$ cat src/rtl/gvp_pkg.sv
// gvp_pkg: shared constants, record layout and packet word selection for the
// GVP store packer.
//   TAG_BYTE / TYPE_*   : packet tag fields
//   WORDS_*             : packet lengths in 32-bit words
//   snap_rec_t          : 226-bit snapshot record stored in the FIFO
//   rec_last_idx()      : index of the final word for a record type
//   rec_word()          : packet word <idx> of a record
package gvp_pkg;

   localparam logic [7:0] TAG_BYTE  = 8'hA5;
   localparam logic [7:0] TYPE_DATA = 8'h01;
   localparam logic [7:0] TYPE_HDR  = 8'h02;
   localparam logic [7:0] TYPE_END  = 8'h0F;

   localparam logic [2:0] WORDS_DATA = 3'd5;
   localparam logic [2:0] WORDS_HDR  = 3'd7;
   localparam logic [2:0] WORDS_END  = 3'd1;

   typedef enum logic [1:0] {
      REC_NONE = 2'd0,
      REC_DATA = 2'd1,
      REC_HDR  = 2'd2,
      REC_END  = 2'd3
   } rec_type_t;

   typedef enum logic {
      ST_IDLE = 1'b0,
      ST_SEND = 1'b1
   } ser_state_t;

   typedef struct packed {
      rec_type_t   rtype;
      logic [15:0] section;
      logic [15:0] seq;
      logic [31:0] options;
      logic [31:0] count;
      logic [31:0] x;
      logic [31:0] y;
      logic [31:0] z;
      logic [31:0] u;
   } snap_rec_t;

   localparam int REC_W = $bits(snap_rec_t);

   function automatic logic [2:0] rec_last_idx(rec_type_t t);
      logic [2:0] last;
      case (t)
         REC_HDR:  last = WORDS_HDR - 3'd1;
         REC_DATA: last = WORDS_DATA - 3'd1;
         default:  last = WORDS_END - 3'd1;
      endcase
      return last;
   endfunction

   function automatic logic [31:0] rec_word(snap_rec_t r, logic [2:0] idx);
      logic [31:0] w;
      w = 32'h0;
      case (r.rtype)
         REC_HDR: begin
            case (idx)
               3'd0:    w = {TAG_BYTE, TYPE_HDR, r.section};
               3'd1:    w = r.options;
               3'd2:    w = r.count;
               3'd3:    w = r.x;
               3'd4:    w = r.y;
               3'd5:    w = r.z;
               default: w = r.u;
            endcase
         end
         REC_DATA: begin
            case (idx)
               3'd0:    w = {TAG_BYTE, TYPE_DATA, r.seq};
               3'd1:    w = r.x;
               3'd2:    w = r.y;
               3'd3:    w = r.z;
               default: w = r.u;
            endcase
         end
         default: w = {TAG_BYTE, TYPE_END, r.seq};
      endcase
      return w;
   endfunction

endpackage

$ cat src/rtl/gvp_snap_fifo.sv
// gvp_snap_fifo: synchronous show-ahead FIFO for snapshot records.
//   a_clk, reset      : clock, async active-high reset (flushes pointers)
//   push, wr_data     : write request; ignored when full unless popping
//   pop, rd_data      : rd_data always shows the head entry; pop advances it
//   full, empty       : occupancy flags
module gvp_snap_fifo #(
   parameter int WIDTH    = 8,
   parameter int DEPTH_N2 = 2
) (
   input  logic             a_clk,
   input  logic             reset,
   input  logic             push,
   input  logic [WIDTH-1:0] wr_data,
   input  logic             pop,
   output logic [WIDTH-1:0] rd_data,
   output logic             full,
   output logic             empty
);
   localparam int DEPTH = 1 << DEPTH_N2;
   localparam logic [DEPTH_N2:0] PTR_ONE = 1;

   logic [WIDTH-1:0]  mem [DEPTH];
   logic [DEPTH_N2:0] wr_ptr;
   logic [DEPTH_N2:0] rd_ptr;
   logic              do_push;
   logic              do_pop;

   assign empty   = (wr_ptr == rd_ptr);
   assign full    = (wr_ptr[DEPTH_N2] != rd_ptr[DEPTH_N2]) &&
                    (wr_ptr[DEPTH_N2-1:0] == rd_ptr[DEPTH_N2-1:0]);
   assign do_pop  = pop && !empty;
   // a pop in the same cycle frees the slot being written
   assign do_push = push && (!full || do_pop);
   assign rd_data = mem[rd_ptr[DEPTH_N2-1:0]];

   always_ff @(posedge a_clk or posedge reset) begin
      if (reset) begin
         wr_ptr <= '0;
         rd_ptr <= '0;
      end else begin
         if (do_push) wr_ptr <= wr_ptr + PTR_ONE;
         if (do_pop)  rd_ptr <= rd_ptr + PTR_ONE;
      end
   end

   always_ff @(posedge a_clk) begin
      if (do_push) mem[wr_ptr[DEPTH_N2-1:0]] <= wr_data;
   end

endmodule

$ cat src/rtl/gvp_store_packer.sv
// gvp_store_packer: turns GVP store codes into tagged AXI-stream packets.
//   a_clk, reset          : clock, async active-high reset
//   enable                : capture enable (draining continues when low)
//   store_data            : 0 none, 1 data point, 2 full header (held level)
//   count, section        : point counter and section count
//   options, x, y, z, u   : section options and vector components
//   gvp_finished          : rising edge queues one end record
//   M_AXIS_*              : packet stream (registered tdata/tvalid/tlast)
//   overflow, drop_count  : sticky drop flag, saturating drop counter
//
// state   | meaning
// IDLE    | no packet on the bus, waiting for a queued record
// SEND    | presenting words of cur_rec, index idx
module gvp_store_packer import gvp_pkg::*; #(
   parameter int DEPTH_N2 = 2
) (
   input  logic        a_clk,
   input  logic        reset,
   input  logic        enable,
   input  logic [1:0]  store_data,
   input  logic [31:0] count,
   input  logic [31:0] section,
   input  logic [31:0] options,
   input  logic [31:0] x,
   input  logic [31:0] y,
   input  logic [31:0] z,
   input  logic [31:0] u,
   input  logic        gvp_finished,
   output logic [31:0] M_AXIS_tdata,
   output logic        M_AXIS_tvalid,
   input  logic        M_AXIS_tready,
   output logic        M_AXIS_tlast,
   output logic        overflow,
   output logic [15:0] drop_count
);
   logic [1:0]  store_data_q;
   logic [31:0] count_q;
   logic [31:0] section_q;
   logic        finished_q;
   logic        evt;
   logic        evt_hdr;
   logic        fin_rise;
   logic        end_pend;
   logic        end_push;
   logic        push;
   logic        drop;
   logic [15:0] seq;

   snap_rec_t   wr_rec;
   snap_rec_t   rd_rec;
   logic [REC_W-1:0] fifo_rd_data;
   logic        fifo_full;
   logic        fifo_empty;
   logic        pop;

   ser_state_t  state, state_nxt;
   snap_rec_t   cur_rec, cur_nxt;
   logic [2:0]  idx, idx_nxt;
   logic [31:0] tdata_nxt;
   logic        tvalid_nxt;
   logic        tlast_nxt;
   logic        load;

   // a held level fires once; only a change in code, count or section re-arms it
   assign evt = enable && (store_data != 2'd0) &&
                ((store_data != store_data_q) || (count != count_q) ||
                 (section != section_q));
   assign evt_hdr  = (store_data == 2'd2);
   assign fin_rise = gvp_finished && !finished_q;
   // the end record waits for a cycle without an event and for FIFO space
   assign end_push = end_pend && !evt && (!fifo_full || pop);
   assign push     = evt || end_push;
   assign drop     = evt && fifo_full && !pop;

   always_comb begin
      wr_rec         = '0;
      wr_rec.section = section[15:0];
      wr_rec.options = options;
      wr_rec.count   = count;
      wr_rec.x       = x;
      wr_rec.y       = y;
      wr_rec.z       = z;
      wr_rec.u       = u;
      if (evt) begin
         wr_rec.rtype = evt_hdr ? REC_HDR : REC_DATA;
         wr_rec.seq   = evt_hdr ? 16'h0 : seq;
      end else begin
         wr_rec.rtype = REC_END;
         wr_rec.seq   = seq;
      end
   end

   gvp_snap_fifo #(
      .WIDTH    (REC_W),
      .DEPTH_N2 (DEPTH_N2)
   ) u_fifo (
      .a_clk   (a_clk),
      .reset   (reset),
      .push    (push),
      .wr_data (wr_rec),
      .pop     (pop),
      .rd_data (fifo_rd_data),
      .full    (fifo_full),
      .empty   (fifo_empty)
   );

   assign rd_rec = snap_rec_t'(fifo_rd_data);

   always_ff @(posedge a_clk or posedge reset) begin
      if (reset) begin
         store_data_q <= 2'd0;
         count_q      <= 32'h0;
         section_q    <= 32'h0;
         finished_q   <= 1'b0;
         end_pend     <= 1'b0;
         seq          <= 16'h0;
         overflow     <= 1'b0;
         drop_count   <= 16'h0;
      end else begin
         store_data_q <= store_data;
         count_q      <= count;
         section_q    <= section;
         finished_q   <= gvp_finished;
         if (fin_rise)      end_pend <= 1'b1;
         else if (end_push) end_pend <= 1'b0;
         if (evt) seq <= evt_hdr ? 16'h0 : seq + 16'd1;
         if (drop) begin
            overflow <= 1'b1;
            if (drop_count != 16'hFFFF) drop_count <= drop_count + 16'd1;
         end
      end
   end

   always_comb begin
      state_nxt  = state;
      cur_nxt    = cur_rec;
      idx_nxt    = idx;
      tdata_nxt  = M_AXIS_tdata;
      tvalid_nxt = M_AXIS_tvalid;
      tlast_nxt  = M_AXIS_tlast;
      load       = 1'b0;
      case (state)
         ST_IDLE: begin
            if (!fifo_empty) load = 1'b1;
         end
         ST_SEND: begin
            if (M_AXIS_tvalid && M_AXIS_tready) begin
               if (idx == rec_last_idx(cur_rec.rtype)) begin
                  if (!fifo_empty) begin
                     load = 1'b1;
                  end else begin
                     state_nxt  = ST_IDLE;
                     tdata_nxt  = 32'h0;
                     tvalid_nxt = 1'b0;
                     tlast_nxt  = 1'b0;
                  end
               end else begin
                  idx_nxt   = idx + 3'd1;
                  tdata_nxt = rec_word(cur_rec, idx_nxt);
                  tlast_nxt = (idx_nxt == rec_last_idx(cur_rec.rtype));
               end
            end
         end
         default: state_nxt = ST_IDLE;
      endcase
      // back-to-back packets reload straight from the FIFO head
      if (load) begin
         state_nxt  = ST_SEND;
         cur_nxt    = rd_rec;
         idx_nxt    = 3'd0;
         tdata_nxt  = rec_word(rd_rec, 3'd0);
         tvalid_nxt = 1'b1;
         tlast_nxt  = (rec_last_idx(rd_rec.rtype) == 3'd0);
      end
      pop = load;
   end

   always_ff @(posedge a_clk or posedge reset) begin
      if (reset) begin
         state         <= ST_IDLE;
         cur_rec       <= '0;
         idx           <= 3'd0;
         M_AXIS_tdata  <= 32'h0;
         M_AXIS_tvalid <= 1'b0;
         M_AXIS_tlast  <= 1'b0;
      end else begin
         state         <= state_nxt;
         cur_rec       <= cur_nxt;
         idx           <= idx_nxt;
         M_AXIS_tdata  <= tdata_nxt;
         M_AXIS_tvalid <= tvalid_nxt;
         M_AXIS_tlast  <= tlast_nxt;
      end
   end

endmodule

$ cat config.mk
export PLATFORM = sky130hd
export DESIGN_NAME = gvp_store_packer
export DESIGN_NICKNAME = d
export VERILOG_FILES = /design/src/rtl/gvp_pkg.sv /design/src/rtl/gvp_snap_fifo.sv /design/src/rtl/gvp_store_packer.sv
export SDC_FILE = /design/constraint.sdc
export NUM_CORES = 2
export LEC_CHECK = 0
export BUFFER_PORTS_ARGS = -buffer_cell sky130_fd_sc_hd__buf_2
export CAP_MARGIN = 40
export CELL_PAD_IN_SITES_DETAIL_PLACEMENT = 1
export CELL_PAD_IN_SITES_GLOBAL_PLACEMENT = 1
export CORE_ASPECT_RATIO = 0.6
export CORE_UTILIZATION = 30
export CTS_CLUSTER_DIAMETER = 200
export DETAILED_ROUTE_END_ITERATION = 6
export GPL_ROUTABILITY_DRIVEN = 0
export GPL_TIMING_DRIVEN = 0
export PLACE_DENSITY = 0.56
export SLEW_MARGIN = 20
export SYNTH_ARGS = -nofsm -noshare
export SYNTH_HDL_FRONTEND = slang
export SYNTH_HIERARCHICAL = 1
export SYNTH_SLANG_ARGS = --single-unit
$ cat constraint.sdc
create_clock -name a_clk -period 15.6 [get_ports a_clk]
set_clock_uncertainty 0.15 [all_clocks]
set_input_delay 3.12 -clock a_clk [delete_from_list [all_inputs] [get_ports a_clk]]
set_output_delay 3.12 -clock a_clk [all_outputs]
set_load 0.01 [all_outputs]
==> results.md <==
| Parameter | Value | Unit |
|---|---|---|
| Status | finished, final reports clean | - |
| Start point of the critical path | M_AXIS_tready | - |
| Most used routing layer in global routing | met1 | - |
| Synth top area share | 0.5418 | - |
| Data required time at the worst endpoint | 15.86 | ns |
| TritonCTS clock tree | done | - |
| Die Y-Extent | 318.5 | um |
| Synthesized instance count | 3167 | - |
| Proportion of synthesized flip-flops having asynchronous set or reset | 0.2910 | - |
| Min-Delay Startpoint | finished_q | - |
| Drt pass-1 iters | 6 | - |
| Maximum fanout count along the critical path | 40 | - |
| Number of port buffers | 281 | - |
| Worst voltage drop across the vdd grid | 0.1073 | mV |
| # fillers | 17130 | - |
| Met1 capacity usage during global routing | 0.2946 | - |
| Depth of the worst register-to-register path | 16 | - |
| RSZ-0062 raised after global routing | no | - |
| Area growth from synthesis to final layout | 17.60 | % |
| Overflow left after global routing | 0 | - |
| Number of buffers created by CTS | 119 | - |
| Count of final setup violators | 0 | - |
| IO Pins | 282 | - |
| First-iteration detailed-routing DRC count | 2948 | - |
| Share of post-route cells with drive strength above 1 | 0.2227 | - |
| # Max-Cap Violations | 0 | - |
| Multi-input combinational cell area | 12780 | um^2 |
| Endpoint class of the critical path | flop | - |
| Fin Hold WS | 0.2683 | ns |
| Post CTS Setup Buffer Count | 0 | - |
| Leak | 22.01 | nW |
| Met2 track demand over resource in global routing | 0.2740 | - |
| Total power density per cell area | 205.9 | nW/um^2 |
| Summed negative setup slack over all endpoints | 0 | ns |
| Final cell count without fillers | 5939 | - |
| Yosys warnings | 6 | - |
| Most common library cells after synthesis | 904 x sky130_fd_sc_hd__edfxtp_1, 847 x sky130_fd_sc_hd__nand2_1, 371 x sky130_fd_sc_hd__dfrtp_1, 226 x sky130_fd_sc_hd__mux4_2, 85 x sky130_fd_sc_hd__clkbuf_1 | - |
| Final design area excluding fillers | 58920 | um^2 |
| Transition time of the tightest slew-check pin | 0.8301 | ns |
| Clock sink total | 1275 | - |
| Leading post-synthesis cells by cell area | sky130_fd_sc_hd__edfxtp_1 54%, sky130_fd_sc_hd__dfrtp_1 19%, sky130_fd_sc_hd__mux4_2 10% | - |
| Placed cell areas | 54980 | um^2 |
| Detailed-placement wirelength estimate | 117500 | um |
| Share of the core filled with cells in the final layout | 0.3573 | - |
| Flip-flop and latch count after synthesis | 1275 | - |
| Hold crit path type | flop to flop | - |
| Syn nets | 3415 | - |
| Worst EP arrival | 7.62 | ns |
| Minimum clock period | 7.353 | ns |
| Deepest level of the CTS H-tree | 3 | - |
| Cell count after placement | 5704 | - |
| Floorplan core area | 164900 | um^2 |
| Flop2flop setup slack | 9.53 | ns |
| Cells resized by post-CTS repair | 0 | - |
| Pre-CTS WS | 7.405 | ns |
| Cell type contributing the most total cell area after synthesis | sky130_fd_sc_hd__edfxtp_1 | - |
| Clock root cell | sky130_fd_sc_hd__clkbuf_16 | - |
| Most instantiated library cell after synthesis | sky130_fd_sc_hd__edfxtp_1 | - |
| Worst slew margin | 0.4466 | - |
| Pins Over Slew Limit | 0 | - |
| Largest net degree at the start of global routing | 87 | - |
| Mapped cell area | 50100 | um^2 |
| Num rows | 115 | - |
| Per-instance average area after synthesis | 15.82 | um^2 |
| Startpoint kind of the worst setup timing path | input pin | - |
| Design Power | 12.13 | mW |
| Via count of the first global-routing pass | 30260 | - |
| Most used DFF post-synth | sky130_fd_sc_hd__edfxtp_1 | - |
| Sequential cell area in the final layout | 36430 | um^2 |
| Number of hold violations in the final report | 0 | - |
| Setup Crit Path Kind | input pin to flop | - |
| Met3 demand-to-capacity share in global routing | 0.03276 | - |
| Vias per cell | 5.019 | - |
| Initial antenna violation count | 27 | - |
| Worst-case clock buffer depth | 3 | - |
| Crit path setup slack, layout | 8.247 | ns |
| Endpoint with the worst hold slack | end_pend | - |
| End of the worst register-to-register path | u_fifo/mem[1][49] | - |
| Clock-pin slew of the registers on the worst-case setup and hold paths | 0.06 | ns |
| Horiz. Die Dim | 529.6 | um |
| Period utilisation layout | 0.4713 | - |
| Remaining antenna violation count after routing | 0 | - |
| Worst hold path cell count | 1 | - |
| Starting utilization of the core area | 0.3038 | - |
| GRT Overall Usage | 0.1885 | - |
| Count of hold buffers inserted by post-cts repair | 0 | - |
| Count of flip-flops with a built-in enable after synthesis | 904 | - |
| Launch point of the worst reg-to-reg path | cur_rec[224] | - |
| Global-route wire length before repair | 228200 | um |
| Number of unique standard cell types used by synthesis | 59 | - |
| DRC viols | 0 | - |
| NumNets Final | 3851 | - |
| Wirelength, routed | 159600 | um |
| Average wire length per cell after detail routing | 26.88 | um |
| Via count | 29810 | - |
| Total die area | 168700 | um^2 |
| Proportion of synthesized chip area in sequential cells | 0.7271 | - |
| Clk_lat worst skew | 0.74 | ns |
| Highest achievable clock rate | 136.0 | MHz |
## flip-flops by register name, indices dropped and copies added, names as in the netlist
register / cells
u_fifo/mem: 904
cur_rec: 226
M_AXIS_tdata: 32
count_q: 32
section_q: 32
drop_count: 16
seq: 16
idx: 3
u_fifo/rd_ptr: 3
u_fifo/wr_ptr: 3
store_data_q: 2
M_AXIS_tlast: 1
M_AXIS_tvalid: 1
end_pend: 1
finished_q: 1
overflow: 1
state: 1
## area by class of cell
cell class,instances,share of cell area
inverter,20,0.001529
clock inverter,54,0.009153
sequential,1275,0.6183
clock buffer,173,0.05713
multi-input combinational,1697,0.2169
antenna,7,0.0002973
buffer,175,0.01416
tap,2223,0.04721
timing repair buffer,315,0.03525
## cell usage in the layout, fill, tap and decap left out, types with 12 or more instances in the layout
cell and n:
sky130_fd_sc_hd__clkinv_2 15, sky130_fd_sc_hd__a22oi_1 80, sky130_fd_sc_hd__mux4_2 226, sky130_fd_sc_hd__edfxtp_1 904
sky130_fd_sc_hd__nand4_1 35, sky130_fd_sc_hd__nor2b_1 17, sky130_fd_sc_hd__dfrtp_1 371, sky130_fd_sc_hd__a221oi_1 30
sky130_fd_sc_hd__o21ai_0 54, sky130_fd_sc_hd__and2_1 13, sky130_fd_sc_hd__clkbuf_1 118, sky130_fd_sc_hd__ha_1 17
sky130_fd_sc_hd__a22o_1 37, sky130_fd_sc_hd__a21oi_1 38, sky130_fd_sc_hd__o21ai_1 13, sky130_fd_sc_hd__buf_4 12
sky130_fd_sc_hd__buf_16 16, sky130_fd_sc_hd__clkbuf_16 119, sky130_fd_sc_hd__xnor2_1 59, sky130_fd_sc_hd__xor2_1 35
sky130_fd_sc_hd__buf_2 348, sky130_fd_sc_hd__a221o_1 14, sky130_fd_sc_hd__buf_6 13, sky130_fd_sc_hd__clkbuf_8 17
sky130_fd_sc_hd__nor2_1 37, sky130_fd_sc_hd__nand3_1 36, sky130_fd_sc_hd__nand2_1 847, sky130_fd_sc_hd__inv_1 17
sky130_fd_sc_hd__clkinv_1 12
## routing by layer
metal  wire length, um  vias up
met5                23        -
met4              2778        4
met3             10420      220
met2             69050      982
met1             77370    15820
li1                  -    12780
## where the power goes
group,switching [mW],internal (mW)
clock network,1.31,1.62
registers,0.683,4.76
logic,2.35,1.40
## how the worst max path moves through the flow
stage | end | cells past startpoint
floorplan | M_AXIS_tdata[0] | 1
global placement | cur_rec[55] | 2
detailed placement | u_fifo/mem[1][52] | 14
CTS | u_fifo/mem[1][49] | 14
global route | u_fifo/mem[1][49] | 14
finish | u_fifo/mem[1][49] | 14
## cell families (layout without fill, tap and decap cells)
group,after synthesis,after routing,synth area share
buffers and inverters,195,737,0.01816
adder cells (fa/ha/maj),17,17,0.004245
other,0,7,0
AND/OR/NAND/NOR,1037,1037,0.08504
flip-flops,1275,1275,0.7271
XOR/XNOR,96,96,0.01708
multiplexers,232,232,0.1029
AO/OA/AOI/OAI,315,315,0.04543
## critical path, cell delays in order
cell                       delay [ns]
sky130_fd_sc_hd__buf_2           0.10
sky130_fd_sc_hd__nand2_1         0.06
sky130_fd_sc_hd__o41ai_1         0.35
sky130_fd_sc_hd__nand2b_1        0.41
sky130_fd_sc_hd__clkbuf_1        0.49
sky130_fd_sc_hd__inv_2           0.40
sky130_fd_sc_hd__clkbuf_1        0.41
sky130_fd_sc_hd__buf_6           0.25
sky130_fd_sc_hd__or4_1           0.18
sky130_fd_sc_hd__and3_4          0.59
sky130_fd_sc_hd__buf_16          0.31
sky130_fd_sc_hd__buf_16          0.27
sky130_fd_sc_hd__buf_12          0.26
sky130_fd_sc_hd__buf_12          0.23
(Power assumes the default switching activity.)
